==> src/rtl/uart_rx_byte.sv <==
// uart_rx_byte: 8N1 serial receiver; ports clk, rst (sync, high), rx (async line) -> d_out (last good byte), valid/frame_err (1-cycle pulses), busy (not idle)
module uart_rx_byte #(
  parameter int CLKS_PER_BIT = 16
) (
  input  logic       clk,
  input  logic       rst,
  input  logic       rx,
  output logic [7:0] d_out,
  output logic       valid,
  output logic       frame_err,
  output logic       busy
);
  localparam int CW = $clog2(CLKS_PER_BIT);
  localparam logic [CW-1:0] HALF = CW'(CLKS_PER_BIT / 2 - 1);
  localparam logic [CW-1:0] FULL = CW'(CLKS_PER_BIT - 1);
  typedef enum logic [2:0] {IDLE, START, DATA, STOP, BRK} state_t;
  state_t state, state_n;
  logic s1, s2;
  logic [CW-1:0] cnt, cnt_n;
  logic [2:0] idx, idx_n;
  logic [7:0] shift, shift_n, d_n;
  logic valid_n, ferr_n;
  always_comb begin
    state_n = state;
    cnt_n   = cnt;
    idx_n   = idx;
    shift_n = shift;
    d_n     = d_out;
    valid_n = 1'b0;
    ferr_n  = 1'b0;
    case (state)
      IDLE: if (!s2) begin
        state_n = START;
        cnt_n   = '0;
      end
      START: if (cnt == HALF) begin
        cnt_n   = '0;
        idx_n   = '0;
        state_n = s2 ? IDLE : DATA;
      end else cnt_n = cnt + CW'(1);
      DATA: if (cnt == FULL) begin
        cnt_n   = '0;
        shift_n = {s2, shift[7:1]};
        idx_n   = idx + 3'd1;
        state_n = (idx == 3'd7) ? STOP : DATA;
      end else cnt_n = cnt + CW'(1);
      STOP: if (cnt == FULL) begin
        cnt_n   = '0;
        state_n = s2 ? IDLE : BRK;
        valid_n = s2;
        ferr_n  = !s2;
        d_n     = s2 ? shift : d_out;
      end else cnt_n = cnt + CW'(1);
      BRK: state_n = s2 ? IDLE : BRK;
      default: state_n = IDLE;
    endcase
  end
  always_ff @(posedge clk) begin
    if (rst) begin
      s1        <= 1'b1;
      s2        <= 1'b1;
      state     <= IDLE;
      cnt       <= '0;
      idx       <= '0;
      shift     <= '0;
      d_out     <= '0;
      valid     <= 1'b0;
      frame_err <= 1'b0;
      busy      <= 1'b0;
    end else begin
      s1        <= rx;
      s2        <= s1;
      state     <= state_n;
      cnt       <= cnt_n;
      idx       <= idx_n;
      shift     <= shift_n;
      d_out     <= d_n;
      valid     <= valid_n;
      frame_err <= ferr_n;
      busy      <= state_n != IDLE;
    end
  end
endmodule

==> config.mk <==
export PLATFORM = sky130hd
export DESIGN_NAME = uart_rx_byte
export DESIGN_NICKNAME = d
export VERILOG_FILES = /design/src/rtl/uart_rx_byte.sv
export SDC_FILE = /design/constraint.sdc
export NUM_CORES = 1
export LEC_CHECK = 0
export ABC_AREA = 1
export BUFFER_PORTS_ARGS = -buffer_cell sky130_fd_sc_hd__buf_2
export CAP_MARGIN = 20
export CELL_PAD_IN_SITES_DETAIL_PLACEMENT = 1
export CELL_PAD_IN_SITES_GLOBAL_PLACEMENT = 2
export CORE_UTILIZATION = 31
export CTS_BUF_LIST = sky130_fd_sc_hd__clkbuf_8
export DETAILED_ROUTE_END_ITERATION = 16
export HOLD_SLACK_MARGIN = 0.05
export PLACE_DENSITY = 0.73
export SKIP_CTS_REPAIR_TIMING = 1
export SYNTH_ARGS = -nofsm -noshare
export SYNTH_HDL_FRONTEND = slang
export SYNTH_SLANG_ARGS = --single-unit
==> constraint.sdc <==
create_clock -name clk -period 1.3 [get_ports clk]
set_input_delay 0.065 -clock clk [delete_from_list [all_inputs] [get_ports clk]]
set_output_delay 0.065 -clock clk [all_outputs]
set_load 0.01 [all_outputs]
==> summary.md <==
| Metric | Value |
|---|---|
| Status | finished clean |
| Worst vdd ir | 0.518 mV |
| Worst hold margin | approximately 0.42 ns |
| Area Overhead vs Synth | 34.2% |
| GPL Wtd Cong | 0.763 |
| Final setup margin | 0.0417 ns |
| Largest net degree at the start of global routing | 18 |
| Final period utilization | 96.8% |
| Antenna Cells | 0 |
| Worst skew pair latency | 0.28 ns |
| Critical setup path kind | reg2reg |
| DP Wirelength | 2.21 mm |
| Final Skew | 0.00546 ns |
| DRT Wirelength | 3.34 mm |
| Mapped Area | around 1300 µm² |
| Core Util, Final | 43.9% |
| Top cell type's share of synthesized area | about 47% |
| WP data required | roughly 1.5 ns |
| Synth cell types | 21 |
| Layout cells sized above 1 | 29.4% |
| Endpoints failing setup | 0 |
| Final setup TNS | 0 ns |
| Root buf cell | clkbuf_8 |
| First-pass GRT wire length | 5.20 mm |
| CTS tree | yes |
| Fin. Hold Viols | 0 |
| Worst path bufs/invs | 2 |
| Leakage | 0.824 nW |
| Largest cells by area after synthesis | dfxtp_1 47%, nand2_1 11%, nor2_1 9.4% |
| Hold Startpoint | s1 |
| Critical Path Fanout Max | 5 |
| Total CTS buffers | 5 |
| EDFF count, synth | 0 |
| Post-Syn Area per Cell | 7.25 µm² |
| Reg2reg start | state[2] |
| Register bit total from synthesis | 31 |
| Placed cells | 256 |
| Core Region | between 4000 and 5000 µm² |
| Synthesized instance count | 182 |
| Clock Path Buffers | 2 |
| Worst-path clk slew | 0.07 ns |
| Crit-path max cell delay | 0.35 ns |
| Via Count | 1243 |
| Max Clk Rate | roughly 800 MHz |
| Pwr/cell area | ~1100 nW/µm² |
| First-pass iteration count of the detailed router | 4 |
| Max H-tree Level | 2 |
| Finished Layout Cells | 268 |
| Final ANT Viol Nets | 0 |
| Chip width | 67.2 µm |
| Asr flop ratio synth | 0% |
| Slew Limit Headroom | 79.4% |
| Fin crit period | roughly 1.3 ns |
| DRC | 0 |
| Gr ovfl total | 0 |
| Critical path arrival | 1.43 ns |
| Post-synthesis net count | 188 |
| RSZ-0062 raised after global routing | true |
| DRT iter0 DRCs | 41 |
| Sequential fraction of the synthesis area | 47.1% |
| CP Capture Type | flop |
| Min-delay worst type | reg2reg |
| Max-cap violations | 0 |
| DP Area | 1530 µm² |
| Ys Warns | 0 |
| Critical path depth | 7 |
| WL/cell | 12.4 µm |
| Yosys top cell by area | dfxtp_1 |
| Worst-path cell chain | inv_2, nand2_1, nor2_4, buf_4, nand2_4, o21ai_0, nor2_1 |
| Slowest cell on the critical path | dfxtp_2 |
| Cell family with most CP delay | simple AND/OR/NAND/NOR gates |
| Final instance area | 1770 µm² |
| Vias in the first global route | 1212 |
| Crit. Startpoint | state[2] |
| Count leader, synth | nand2_1 |
| Clock sinks | 31 |
| Top_reg_cell synth | dfxtp_1 |
| IO Port Bufs | 13 |
| Die Footprint | 4520 µm² |
| Dpl ws | -0.127 ns |
| GRT Overall Usage | 15.8% |
| CP Launch Type | flop |
| Initial Util | 32.7% |
| Die Y | 67.2 µm |
| Initial antenna violation count | 0 |
| Tot Pwr | 1.86 mW |
| Max Slew Vio Count | 0 |
| Slew @ Worst Pin | 0.309 ns |
| Via density | 4.64 |
| Final nets | 224 |
| Synth top cells by count | 37 x nand2_1, 33 x nor2_1, 31 x dfxtp_1 |
| R2R cell count | 7 |
| Hold path cells | 1 |
| Io pins | 14 |
| Num rows | 23 |
-- cells by family after synthesis --
| logic type | synth area share, % |
|---|---|
| and+or+nand+nor | 27.9 |
| AOI/OAI and AO/OA | 11.8 |
| buffers and inverters | 9.77 |
| DFF | 47.1 |
| adders and majority gates | 2.85 |
| xor gates and xnor gates | 0.664 |
-- flip-flops by register name, indices dropped and copies added (netlist names), 3 cells and up --
register / flops
idx: 3
shift: 8
cnt: 4
d_out: 8
state: 3
-- cell usage in the layout, fill, tap and decap left out, types with 4 or more instances in the layout --
cell / count
nand3_1: 4
o21ai_0: 14
dfxtp_1: 24
buf_4: 13
inv_1: 25
nand2_1: 34
a21oi_1: 12
buf_2: 13
o21ai_1: 5
clkbuf_8: 6
dfxtp_2: 7
nor2_1: 31
-- worst register-to-register path, cell delays in order (launching register included) --
cell and delay (ns):
dfxtp_2 0.35, inv_2 0.06, nand2_1 0.09, nor2_4 0.22
buf_4 0.16, nand2_4 0.06, o21ai_0 0.15, nor2_1 0.05
-- metal layers --
layer / global-route usage [%] / routed length, µm / up-vias / share of wire (%)
li1: - / - / 635 / -
met1: 16.9 / 1490 / 588 / 45
met2: 27.8 / 1710 / 14 / 51
met3: 5.57 / 66 / 6 / 2.0
met4: 7.18 / 64 / 0 / 1.9
met5: 0 / 0 / - / 0
-- where the power goes --
group	internal (mW)	switching, mW	total (mW)
Sequential	0.965	0.0112	0.976
Clock	0.415	0.357	0.772
Combinational	0.0452	0.0662	0.111
Total	1.42	0.435	1.86
-- area by class of cell --
type | count | area, µm²
fill | 511 | 2260
multi-input combinational | 122 | 672
sequential | 31 | 629
timing repair buffer | 30 | 205
inverter | 28 | 113
clock buffer | 6 | 82.6
tap | 50 | 62.6
clock inverter | 1 | 5.00
-- path summary, 6_finish.rpt --
path,endpoint,slack [ns]
hold / removal,s2,0.42
setup / recovery,shift[0],0.04
hold reg to reg,s2,0.42
setup reg to reg,shift[0],0.04
Power figures use the tool's default switching activity.
